$ cat src/rtl/if_fetch_if.sv
// Instruction SRAM-like fetch bus: request/address out, accept/data back.
//  inst_req      fetch request (master -> slave)
//  inst_addr     fetch address, stable while inst_req=1
//  inst_addr_ok  request accepted this cycle (slave -> master)
//  inst_data_ok  read data valid this cycle
//  inst_rdata    read data
interface if_fetch_if;
  logic        inst_req;
  logic [31:0] inst_addr;
  logic        inst_addr_ok;
  logic        inst_data_ok;
  logic [31:0] inst_rdata;

  modport master (
    output inst_req,
    output inst_addr,
    input  inst_addr_ok,
    input  inst_data_ok,
    input  inst_rdata
  );

  modport slave (
    input  inst_req,
    input  inst_addr,
    output inst_addr_ok,
    output inst_data_ok,
    output inst_rdata
  );
endinterface

$ cat src/rtl/if_fetch.sv
// IF stage: owns the PC, fetches over the SRAM-like bus and feeds IF/ID.
//  clk, rst (async, active-low)
//  stall[0] holds PC, stall[1] holds the IF/ID output; flush/new_pc redirect
//  branch_flag_i/branch_target_address_i: ID-resolved taken branch
//  inst_bus: fetch bus master
//  pc_o/inst_o/inst_valid_o/if_excepttype_o: IF/ID payload
//  stallreq_from_if: fetch outstanding
module if_fetch #(
  parameter logic [31:0] RESET_PC  = 32'hBFC00000,
  parameter logic [31:0] ADEL_CODE = 32'h00000004
) (
  input  logic              clk,
  input  logic              rst,
  input  logic [5:0]        stall,
  input  logic              flush,
  input  logic [31:0]       new_pc,
  input  logic              branch_flag_i,
  input  logic [31:0]       branch_target_address_i,
  if_fetch_if.master        inst_bus,
  output logic [31:0]       pc_o,
  output logic [31:0]       inst_o,
  output logic              inst_valid_o,
  output logic [31:0]       if_excepttype_o,
  output logic              stallreq_from_if
);
  localparam int unsigned AW = 32;

  typedef enum logic [1:0] {S_IDLE, S_REQ, S_WAIT, S_DISCARD} state_t;

  state_t        r_state, w_state_nxt;
  logic [AW-1:0] r_pc, w_pc_nxt;
  logic          r_pend, w_pend_nxt;
  logic [AW-1:0] r_tgt, w_tgt_nxt;
  logic          w_ld_inst, w_ld_exc;
  logic          r_inst_req, r_stallreq;
  logic [AW-1:0] r_pc_o, r_inst_o, r_exc;
  logic          r_valid;
  logic          w_unused;

  assign w_unused = &{1'b0, stall[5:2]};

  // State, PC and pending-branch registers
  always_ff @(posedge clk or negedge rst) begin
    if (!rst) begin
      r_state <= S_IDLE;
      r_pc    <= RESET_PC;
      r_pend  <= 1'b0;
      r_tgt   <= '0;
    end else begin
      r_state <= w_state_nxt;
      r_pc    <= w_pc_nxt;
      r_pend  <= w_pend_nxt;
      r_tgt   <= w_tgt_nxt;
    end
  end

  // Next state, next PC and delivery strobes
  always_comb begin
    w_state_nxt = r_state;
    w_pc_nxt    = r_pc;
    w_pend_nxt  = r_pend;
    w_tgt_nxt   = r_tgt;
    w_ld_inst   = 1'b0;
    w_ld_exc    = 1'b0;
    unique case (r_state)
      S_IDLE: begin
        if (flush) begin
          w_pc_nxt   = new_pc;
          w_pend_nxt = 1'b0;
        end else if (branch_flag_i) begin
          w_pc_nxt   = branch_target_address_i;
          w_pend_nxt = 1'b0;
        end else if (!stall[0]) begin
          if (r_pc[1:0] != 2'b00) begin
            // Misaligned: report AdEL without touching the bus
            w_ld_exc = 1'b1;
            w_pc_nxt = r_pc + AW'(4);
          end else begin
            w_state_nxt = S_REQ;
          end
        end
      end
      S_REQ: begin
        if (flush) begin
          w_pc_nxt    = new_pc;
          w_pend_nxt  = 1'b0;
          // An accepted request still owes a response that must be drained
          w_state_nxt = inst_bus.inst_addr_ok ? S_DISCARD : S_IDLE;
        end else begin
          if (inst_bus.inst_addr_ok) w_state_nxt = S_WAIT;
          if (branch_flag_i) begin
            w_pend_nxt = 1'b1;
            w_tgt_nxt  = branch_target_address_i;
          end
        end
      end
      S_WAIT: begin
        if (flush) begin
          w_pc_nxt    = new_pc;
          w_pend_nxt  = 1'b0;
          // Data arriving with the flush is simply dropped
          w_state_nxt = inst_bus.inst_data_ok ? S_IDLE : S_DISCARD;
        end else if (inst_bus.inst_data_ok) begin
          w_ld_inst   = 1'b1;
          w_pc_nxt    = branch_flag_i ? branch_target_address_i :
                        r_pend        ? r_tgt : r_pc + AW'(4);
          w_pend_nxt  = 1'b0;
          w_state_nxt = S_IDLE;
        end else if (branch_flag_i) begin
          w_pend_nxt = 1'b1;
          w_tgt_nxt  = branch_target_address_i;
        end
      end
      S_DISCARD: begin
        if (flush) begin
          w_pc_nxt   = new_pc;
          w_pend_nxt = 1'b0;
        end else if (branch_flag_i) begin
          w_pc_nxt   = branch_target_address_i;
          w_pend_nxt = 1'b0;
        end
        if (inst_bus.inst_data_ok) w_state_nxt = S_IDLE;
      end
      default: w_state_nxt = S_IDLE;
    endcase
  end

  // Bus request and stall request track the upcoming state
  always_ff @(posedge clk or negedge rst) begin
    if (!rst) begin
      r_inst_req <= 1'b0;
      r_stallreq <= 1'b0;
    end else begin
      r_inst_req <= (w_state_nxt == S_REQ);
      r_stallreq <= (w_state_nxt != S_IDLE);
    end
  end

  // IF/ID output register with stall hold
  always_ff @(posedge clk or negedge rst) begin
    if (!rst) begin
      r_valid  <= 1'b0;
      r_inst_o <= '0;
      r_pc_o   <= '0;
      r_exc    <= '0;
    end else if (flush) begin
      r_valid  <= 1'b0;
      r_inst_o <= '0;
      r_exc    <= '0;
    end else if (w_ld_inst) begin
      r_valid  <= 1'b1;
      r_inst_o <= inst_bus.inst_rdata;
      r_pc_o   <= r_pc;
      r_exc    <= '0;
    end else if (w_ld_exc) begin
      r_valid  <= 1'b1;
      r_inst_o <= '0;
      r_pc_o   <= r_pc;
      r_exc    <= ADEL_CODE;
    end else if (!stall[1]) begin
      r_valid  <= 1'b0;
      r_inst_o <= '0;
      r_exc    <= '0;
    end
  end

  assign inst_bus.inst_req  = r_inst_req;
  assign inst_bus.inst_addr = r_pc;
  assign pc_o               = r_pc_o;
  assign inst_o             = r_inst_o;
  assign inst_valid_o       = r_valid;
  assign if_excepttype_o    = r_exc;
  assign stallreq_from_if   = r_stallreq;
endmodule

$ cat src/flat_wrapper.sv
// flat-port wrapper written by rule: the top's interface ports become plain ports
module if_fetch_flat 
#(
  parameter logic [31:0] RESET_PC  = 32'hBFC00000,
  parameter logic [31:0] ADEL_CODE = 32'h00000004
)
  (clk, rst, stall, flush, new_pc, branch_flag_i, branch_target_address_i, pc_o, inst_o, inst_valid_o, if_excepttype_o, stallreq_from_if, inst_bus_inst_req, inst_bus_inst_addr, inst_bus_inst_addr_ok, inst_bus_inst_data_ok, inst_bus_inst_rdata);
  if_fetch_if inst_bus_i ();
  input  logic clk;
  input  logic rst;
  input  logic [5:0] stall;
  input  logic flush;
  input  logic [31:0] new_pc;
  input  logic branch_flag_i;
  input  logic [31:0] branch_target_address_i;
  output logic [31:0] pc_o;
  output logic [31:0] inst_o;
  output logic inst_valid_o;
  output logic [31:0] if_excepttype_o;
  output logic stallreq_from_if;
  output wire logic [$bits(inst_bus_i.inst_req)-1:0] inst_bus_inst_req;
  output wire logic [$bits(inst_bus_i.inst_addr)-1:0] inst_bus_inst_addr;
  input wire logic [$bits(inst_bus_i.inst_addr_ok)-1:0] inst_bus_inst_addr_ok;
  input wire logic [$bits(inst_bus_i.inst_data_ok)-1:0] inst_bus_inst_data_ok;
  input wire logic [$bits(inst_bus_i.inst_rdata)-1:0] inst_bus_inst_rdata;
  assign inst_bus_inst_req = inst_bus_i.inst_req;
  assign inst_bus_inst_addr = inst_bus_i.inst_addr;
  assign inst_bus_i.inst_addr_ok = inst_bus_inst_addr_ok;
  assign inst_bus_i.inst_data_ok = inst_bus_inst_data_ok;
  assign inst_bus_i.inst_rdata = inst_bus_inst_rdata;
  if_fetch #(.RESET_PC(RESET_PC), .ADEL_CODE(ADEL_CODE)) u_core (.clk(clk), .rst(rst), .stall(stall), .flush(flush), .new_pc(new_pc), .branch_flag_i(branch_flag_i), .branch_target_address_i(branch_target_address_i), .inst_bus(inst_bus_i), .pc_o(pc_o), .inst_o(inst_o), .inst_valid_o(inst_valid_o), .if_excepttype_o(if_excepttype_o), .stallreq_from_if(stallreq_from_if));
endmodule
$ cat config.mk
export PLATFORM = sky130hd
export DESIGN_NAME = if_fetch_flat
export DESIGN_NICKNAME = d
export VERILOG_FILES = /design/src/rtl/if_fetch_if.sv /design/src/rtl/if_fetch.sv /design/src/flat_wrapper.sv
export SDC_FILE = /design/constraint.sdc
export NUM_CORES = 1
export LEC_CHECK = 0
export BUFFER_PORTS_ARGS = -buffer_cell sky130_fd_sc_hd__buf_4
export CORE_MARGIN = 5
export CORE_UTILIZATION = 53
export DETAILED_ROUTE_END_ITERATION = 8
export PLACE_DENSITY = 0.79
export SLEW_MARGIN = 5
export SYNTH_ARGS = -nofsm -noshare
export SYNTH_HDL_FRONTEND = slang
export SYNTH_SLANG_ARGS = --single-unit
$ cat constraint.sdc
create_clock -name clk -period 2.9 [get_ports clk]
set_input_delay 0 -clock clk [delete_from_list [all_inputs] [get_ports clk]]
set_output_delay 0 -clock clk [all_outputs]
set_load 0.01 [all_outputs]
==> results of run 1 <==
where the power goes:
group	internal (W)	switching (W)	leakage (nW)
clock network	0.00135	0.000867	0.289
registers	0.00265	0.000833	1.69
logic	0.00188	0.00179	3.06
total	0.00589	0.00349	5.03
cells by family after synthesis:
logic type | after synthesis | synth area share (%)
AOI/OAI and AO/OA | 276 | 23.4
and+or+nand+nor | 197 | 12.4
DFF | 135 | 42.2
buffers and inverters | 116 | 7.98
muxes | 79 | 10.8
xor gates and xnor gates | 20 | 2.18
adders and majority gates | 6 | 0.935
other | 1 | 0.0467
layer usage:
metal  up-vias  share of wire [%]  track usage, %
li1       3587                  -               -
met1      3837                 39            38.0
met2       488                 47            49.6
met3        80                 10            8.17
met4         0                3.4            11.7
met5         -                  0               0
through the flow:
stage / utilization, % / hold slack (ps) / power (W) / std cells / setup slack (ps)
6_report: 73.7 / 22.3 / 0.00937 / 1307 / 290
5_1_grt: 73.7 / 47.0 / 0.00989 / 1307 / 83.6
4_1_cts: 73.7 / 4.69 / 0.00934 / 1307 / 324
3_5_place_dp: 64.1 / 225 / 0.00701 / 1192 / 367
3_3_place_gp: 64.1 / 223 / 0.00691 / 1192 / 469
2_1_floorplan: - / -296 / 0.00541 / 860 / 764
flip-flops by register name (all words and copies together), names as in the netlist:
register	flops
u_core.if_excepttype_o	1
u_core.inst_bus.inst_addr	32
u_core.inst_bus.inst_req	1
u_core.inst_o	32
u_core.inst_valid_o	1
u_core.pc_o	32
u_core.r_pend	1
u_core.r_state	2
u_core.r_tgt	32
u_core.stallreq_from_if	1
worst max-delay path by stage:
stage | from | end | slack (ps) | depth (start not counted)
finish | u_core.r_state[0] | u_core.if_excepttype_o[2] | 290 | 7
floorplan | u_core.r_state[0] | u_core.r_tgt[21] | 760 | 8
global placement | u_core.r_state[0] | u_core.inst_bus.inst_addr[11] | 470 | 8
CTS | u_core.r_state[0] | u_core.if_excepttype_o[2] | 320 | 7
global route | u_core.r_state[0] | u_core.inst_bus.inst_addr[24] | 80 | 9
detailed placement | u_core.r_state[0] | u_core.inst_bus.inst_addr[11] | 370 | 8
cells in the final DEF (no fill, tap or decap), types with 16 or more instances in the layout:
cell	instances
a21oi_1	55
a22o_1	34
buf_4	235
clkbuf_16	17
conb_1	31
dfrtp_1	126
dlygate4sd3_1	83
inv_1	21
mux2_2	63
mux2i_1	16
nand2_1	69
nand3_1	21
nor2_1	33
o21ai_0	64
repair_timing:
action | CTS | global route
hold endpoints to repair | 184 | 0
setup endpoints to repair | 0 | 0
hold buffers | 83 | 0
final cells by class:
type | count | area (µm²) | share of cell area (%)
clock inverter | 15 | 180 | 1.63
sequential | 135 | 3390 | 30.6
inverter | 22 | 82.6 | 0.746
timing repair buffer | 321 | 2650 | 23.9
multi-input combinational | 609 | 4120 | 37.2
clock buffer | 17 | 425 | 3.84
tap | 188 | 235 | 2.12
critical path, stage by stage (launching register included):
cell	delay, ps
dfrtp_1	410
inv_1	120
ha_1	490
buf_4	300
and3_1	190
buf_4	340
a21oi_1	60
dlygate4sd3_1	570
==> results.cfg, run 1 <==
[outcome]
status = completed

[die]
initial_core_util_pct = 53.4
die-area_um2 = 17700
rows = 45
die_y_um = 133
die_x_um = 133
coreArea_um2 = 15000
io_pins = 239

[finish]
fin_area_um2 = 11100
drive_gt1_share_pct = 32.8
fill_cells = 1094
n_antenna_cell = 0
area_growth_pct = 38.0
finish.net_count = 1220

[worst_setup_path]
r2r-end = u_core.if_excepttype_o[2]
r2r_setup_slack_ps = 290
path_max_fanout = 33
crit_type = flop to flop
rr_worst_depth = 7
cp.required_ps = 3200
crit_path_start_kind = flop
worstSetupEndpointType = flop
crit_arrival_ps = 2910
r2r-start = u_core.r_state[0]

[sta]
relSlewSlack_pct = 30.9
fin_crit_sh_pct = 90.0
rsz0062_at_grt = no
layout_min_cycle_time_ps = 2610
clock_skew_ps = 4.43
tightest_slew_ps = 1040
timing.fmax_mhz = 383
drv_slew = 0
hold_viol = 0
setup_viol = 0
setup_tns_ps = 0

[logic_synthesis]
yosysMostFrequentCell = dfrtp_1
synth_ff_type = dfrtp_1
synth.distinct_cells = 75
ys_warn_count = 0
syn_area_um2 = 8030
netlist_top_cells_area = dfrtp_1 (39%), mux2_2 (8.8%), o21ai_0 (4.0%)
yosysSeqAreaShare_pct = 42.2
ys_seq_elements = 135
synth_cells = 830
yosysTopAreaCell = dfrtp_1
synthArstFlopShare_pct = 100
synth_common_cells = dfrtp_1 (126), nand2_1 (69), o21ai_0 (64)
synth_edf_count = 0
yosys.area.top_type_share_pct = 39.3
syn_avg_cell_area_um2 = 9.67

[cts]
cts_max_path_buffers = 2
cts.clk_slew.worst_paths_ps = 60
clk_latency_ps = 420
post_cts_buffers = 0
cts_tree = yes
cts_root_buffer = clkbuf_16
cts_buffers = 17
clock-sinks = 135
cts_resized = 0
htreeDepth = 4

[hold_path]
min_path_cells = 5
hold_start = new_pc[13]
hold_path_class = input pin to flop
hold_path_end = u_core.inst_bus.inst_addr[13]

[global_route]
grt_max_degree = 113
grt-ovfl-total = 0
antenna_found_initial = 0
grt_pass1_wl_um = 42500
grt_pass1_vias = 8002
grtUsageTotal_pct = 30.2

[place]
gp_congestion = 0.980
portBuffers = 203
place_area_um2 = 9640
dp_hpwl_um = 18000

[drt]
drt-total-wl_um = 27100
drtIter0Drc = 928
post_drt_wl_per_cell_um = 20.7
ant_nets = 0
dr.pass1.iters = 6
vias_per_cell = 6.11
via_count = 7992
drc = 0

[power_and_ir_drop]
powerDensity_nw_per_um2 = 846
p_leak_nw = 5.03
ir_worst_vdd_uv = 515

[job]
drv_cap = 0
Note: power is estimated with default switching activity, not from simulation.
==> run 2: changes to the inputs <==
Settings changed: CELL_PAD_IN_SITES_DETAIL_PLACEMENT from default to 1, CELL_PAD_IN_SITES_GLOBAL_PLACEMENT from default to 1, CORE_UTILIZATION 53 to 39, CTS_CLUSTER_SIZE from default to 8, PLACE_DENSITY 0.79 to 0.77.
==> run 2 against run 1 <==
  * Clock skew rose by 8.8 ps
  * Worst setup slack improved by 120 ps
  * Largest power group unchanged
  * Critical path depth did not move
  * Via count rose by 0.46%
  * Critical endpoint is now u_core.inst_bus.inst_addr[5]
  * First-iteration DRC count fell by 38%
  * Final cell count rose by 6.7%
  * Critical path type unchanged
  * Combinational power rose by 5%
  * Register-to-register slack improved by 120 ps
==> results.cfg, run 2 (synthesis results as in run 1) <==
[hold_path]
min_path_cells = 4
hold_start = inst_bus_inst_data_ok
hold_path_class = input pin to flop
hold_path_end = u_core.r_state[1]

[sta]
rsz0062_at_grt = no
fin_crit_sh_pct = 85.8
setup_tns_ps = 0
relSlewSlack_pct = 50.8
whs_ps = 25.2
layout_min_cycle_time_ps = 2490
timing.fmax_mhz = 402
setup_viol = 0
drv_slew = 0
hold_viol = 0
tightest_slew_ps = 736
clock_skew_ps = 13.3

[worst_setup_path]
r2r-end = u_core.inst_bus.inst_addr[5]
r2r-start = u_core.r_state[0]
slowest_stage = a222oi_1
rr_worst_depth = 7
r2r_setup_slack_ps = 410
path_max_fanout = 13
max_stage_delay_ps = 470
crit_arrival_ps = 2750
crit_chain = inv_1, ha_1, buf_4, a21o_1, and2_1, a222oi_1, o221ai_1
crit_path_start_kind = flop
path_delay_family = compound AO/OA/AOI/OAI gates
path_buf_inv = 2
cp.required_ps = 3160
worstSetupEndpointType = flop
crit_type = flop to flop

[cts]
htreeDepth = 4
clock-sinks = 135
cts.clk_slew.worst_paths_ps = 60
clk_latency_ps = 430
cts_max_path_buffers = 2
cts_tree = yes
cts_root_buffer = clkbuf_16
cts_buffers = 17
cts_resized = 0
post_cts_buffers = 0

[drt]
drc = 0
post_drt_wl_per_cell_um = 22.6
vias_per_cell = 5.76
dr.pass1.iters = 8
via_count = 8029
drt-total-wl_um = 31500
drtIter0Drc = 574
ant_nets = 0

[global_route]
grt_max_degree = 88
antenna_found_initial = 0
grt-ovfl-total = 0
grt_pass1_vias = 8727
grtUsageTotal_pct = 26.4
grt_pass1_wl_um = 50000

[finish]
multiInputGateArea_um2 = 4120
n_antenna_cell = 0
fin_area_um2 = 11300
finish.net_count = 1225
area_growth_pct = 40.5
drive_gt1_share_pct = 33.1
seq_area_um2 = 3390
layout_common_cells = buf_4 (239), dfrtp_1 (126), dlygate4sd3_1 (83)
fill_cells = 2244
final_common_cell = buf_4

[power_and_ir_drop]
p_leak_nw = 5.09
powerDensity_nw_per_um2 = 864
ir_worst_vdd_uv = 453

[place]
portBuffers = 203
place_area_um2 = 9790
dp_hpwl_um = 20900
gp_congestion = 0.866

[die]
die-area_um2 = 23600
die_x_um = 153
io_pins = 239
coreArea_um2 = 20200
rows = 52
die_y_um = 153
initial_core_util_pct = 39.7

[job]
drv_cap = 0

[outcome]
status = completed
run 2: worst reg2reg max path, cell delays in order, from the launching register on:
cell and delay [ps]:
dfrtp_1 420, inv_1 110, ha_1 300, buf_4 230, a21o_1 210, and2_1 350, a222oi_1 480, o221ai_1 230
run 2: worst max-delay path by stage:
stage / from / endpoint / slack (ps) / cells after the start
after floorplan: u_core.r_state[0] / u_core.r_tgt[21] / 760 / 8
after global placement: u_core.r_state[0] / u_core.inst_o[30] / 410 / 6
after detailed placement: u_core.r_state[0] / u_core.inst_o[5] / 350 / 6
after CTS: u_core.r_state[0] / u_core.inst_o[5] / 320 / 6
after global routing: u_core.r_state[1] / u_core.inst_bus.inst_addr[30] / 220 / 7
final: u_core.r_state[0] / u_core.inst_bus.inst_addr[5] / 410 / 7
run 2: timing repair:
| action | CTS | global route |
|---|---|---|
| hold buffers | 83 | 0 |
| endpoints found under the setup margin | 0 | 0 |
| endpoints found under the hold margin | 131 | 0 |
run 2: final cells by class:
cell class / instances / share of cell area (%)
inverters: 22 / 0.732
clock inverters: 15 / 2.01
clock buffers: 17 / 3.77
repair buffers: 326 / 23.9
multi-input cells: 609 / 36.5
well taps: 270 / 2.99
flip-flops and latches: 135 / 30.0
run 2: layer usage:
| layer | vias up | routed length [µm] | GRT usage, % |
|---|---|---|---|
| li1 | 3593 | - | - |
| met1 | 3976 | 12700 | 33.1 |
| met2 | 394 | 15600 | 45.8 |
| met3 | 66 | 2370 | 5.54 |
| met4 | 0 | 779 | 8.03 |
| met5 | - | 0 | 0 |
run 2: metrics by stage:
| stage | setup WS [ps] | utilization, % | instances | power [W] |
|---|---|---|---|---|
| floorplan | 764 | - | 860 | 0.00541 |
| global placement | 406 | 48.4 | 1279 | 0.00703 |
| detailed placement | 348 | 48.4 | 1279 | 0.00716 |
| CTS | 322 | 55.7 | 1394 | 0.00973 |
| global route | 216 | 55.8 | 1394 | 0.0103 |
| finish | 410 | 55.8 | 1394 | 0.00975 |
run 2: where the power goes:
group / switching (W) / leakage (nW) / total [W] / internal, W
Sequential: 0.000808 / 1.69 / 0.00346 / 0.00265
Clock: 0.000911 / 0.310 / 0.00244 / 0.00153
Combinational: 0.00194 / 3.09 / 0.00384 / 0.00190
Total: 0.00366 / 5.09 / 0.00975 / 0.00609
==> run 3: changes to the inputs <==
Settings changed: PLACE_DENSITY 0.77 to 0.85.
==> run 3 against run 2 <==
  * Maximum frequency is 9.5% lower
  * Critical endpoint is now u_core.inst_bus.inst_addr[18]
  * Total power is 0.72% lower
  * Global-route usage is 0.68 points higher
  * Sequential power is 1% higher
  * Hold slack better by 1.7 ps
  * Clock power is 5% lower
  * Flip-flop and latch count stayed put
  * Critical path depth is 3 higher
  * Die area stayed put
  * Register-to-register slack worse by 260 ps
  * Final cell count is 0.14% lower
  * Largest power group unchanged
==> results.cfg, run 3 (synthesis results as in run 1) <==
[finish]
seq_area_um2 = 3390
layout_common_cells = buf_4 (236), dfrtp_1 (126), dlygate4sd3_1 (83)
stdcell_count = 1392
multiInputGateArea_um2 = 4120
fill_cells = 2239
final_common_cell = buf_4
area_growth_pct = 40.0
drive_gt1_share_pct = 33.0
finish.net_count = 1223
n_antenna_cell = 0

[power_and_ir_drop]
ir_worst_vdd_uv = 397
switching_power_w = 0.00375
powerDensity_nw_per_um2 = 861
power.share.clock_pct = 23.9
power_frac_comb_pct = 39.8
power.share.sequential_pct = 36.3
p_leak_nw = 5.05
p_int_w = 0.00593
p_total_w = 0.00968
swShare_pct = 38.7

[drt]
dr.pass1.iters = 6
m1WireLength_um = 12800
vias_per_cell = 5.95
highest_layer = met4
via_count = 8276
dr_wl_met3_um = 2630
drtIter0Drc = 611
dr_wl_met2_um = 16300
post_drt_wl_per_cell_um = 23.5
drc = 0
drt-total-wl_um = 32700
ant_nets = 0

[sta]
setup_tns_ps = 0
timing.fmax_mhz = 364
hold_viol = 0
rsz0062_at_grt = no
layout_min_cycle_time_ps = 2750
clock_skew_ps = 8.70
drv_slew = 0
relSlewSlack_pct = 47.4
setup_viol = 0
fin_crit_sh_pct = 94.8
tightest_slew_ps = 782

[cts]
cts_buffers = 17
clk_latency_ps = 430
clock-sinks = 135
cts_resized = 0
cts.clk_slew.worst_paths_ps = 60
cts_root_buffer = clkbuf_16
cts_tree = yes
post_cts_buffers = 0
cts_max_path_buffers = 2
htreeDepth = 4

[worst_setup_path]
r2r-end = u_core.inst_bus.inst_addr[18]
crit_chain = inv_1, ha_1, buf_4, or3b_2, nor2_1, buf_4, o21ai_0, a31oi_1, a21oi_1, o32ai_1
r2r_setup_slack_ps = 150
path_max_fanout = 11
rr_worst_depth = 10
crit_path_start_kind = flop
worstSetupEndpointType = flop
max_stage_delay_ps = 490
crit_top_cell = buf_4
path_delay_family = compound AO/OA/AOI/OAI gates
crit_type = flop to flop
r2r-start = u_core.r_state[0]
crit_arrival_ps = 3070
slowest_stage = or3b_2
path_buf_inv = 3
cp.required_ps = 3220

[die]
io_pins = 239
die_y_um = 153
die-area_um2 = 23600
initial_core_util_pct = 39.7
die_x_um = 153
coreArea_um2 = 20200
rows = 52

[hold_path]
min_path_cells = 4
hold_path_end = u_core.inst_bus.inst_addr[3]
hold_path_class = input pin to flop
hold_start = new_pc[3]

[place]
dp_cells = 1277
dp_hpwl_um = 21500
portBuffers = 203
gp_congestion = 0.932

[global_route]
grtUsageTotal_pct = 27.1
grt-ovfl-total = 0
antenna_found_initial = 0
grt_max_degree = 57
grt_pass1_wl_um = 51000
grt_pass1_vias = 8744

[outcome]
status = completed

[job]
drv_cap = 0
[run 3: worst reg2reg max path: stages, from the launching register on]
cell and delay [ps]:
dfrtp_1 420, inv_1 120, ha_1 310, buf_4 220, or3b_2 490, nor2_1 150
buf_4 240, o21ai_0 160, a31oi_1 260, a21oi_1 110, o32ai_1 150
[run 3: worst max path at each step]
stage	cells past startpoint	start	slack (ps)	end
finish	10	u_core.r_state[0]	150	u_core.inst_bus.inst_addr[18]
global placement	8	u_core.r_state[0]	470	u_core.inst_bus.inst_addr[28]
CTS	8	u_core.r_state[0]	280	u_core.inst_bus.inst_addr[27]
floorplan	8	u_core.r_state[0]	760	u_core.r_tgt[21]
global route	8	u_core.r_state[0]	30	u_core.inst_bus.inst_addr[27]
detailed placement	8	u_core.r_state[0]	330	u_core.inst_bus.inst_addr[27]
[run 3: power groups by stage]
stage	clock network [W]	registers, W	logic (W)
2_1_floorplan	0	0.00342	0.00199
3_3_place_gp	0	0.00345	0.00354
3_5_place_dp	0	0.00350	0.00368
4_1_cts	0.00233	0.00348	0.00381
5_1_grt	0.00243	0.00360	0.00415
6_report	0.00231	0.00351	0.00385
[run 3: stage by stage]
stage                     utilization [%]  instance area, µm²  worst slack, ps  hold slack, ps
after floorplan                         -                8140              764            -296
after global placement               48.4                9790              466          -0.897
after detailed placement             48.4                9790              327           0.976
after CTS                            55.5               11200              278            12.9
after global routing                 55.5               11200             32.1            42.8
final                                55.5               11200              150            27.0
[run 3: metal layers]
layer  up-vias  GRT usage (%)
li1       3596              -
met2       466           46.8
met3        79           5.57
met1      4135           33.4
met5         -              0
met4         0           9.88
[run 3: what timing repair did]
action,CTS,global route
setup endpoints to repair,0,0
hold buffers,83,0
endpoints found under the hold margin,137,0
[run 3: layout make-up]
| cell class | count | share of cell area (%) |
|---|---|---|
| Multi-Input combinational cell | 609 | 36.6 |
| Sequential cell | 135 | 30.2 |
| Timing Repair Buffer | 324 | 24.0 |
| Clock buffer | 18 | 3.91 |
| Tap cell | 270 | 3.01 |
| Clock inverter | 14 | 1.56 |
| Inverter | 22 | 0.735 |
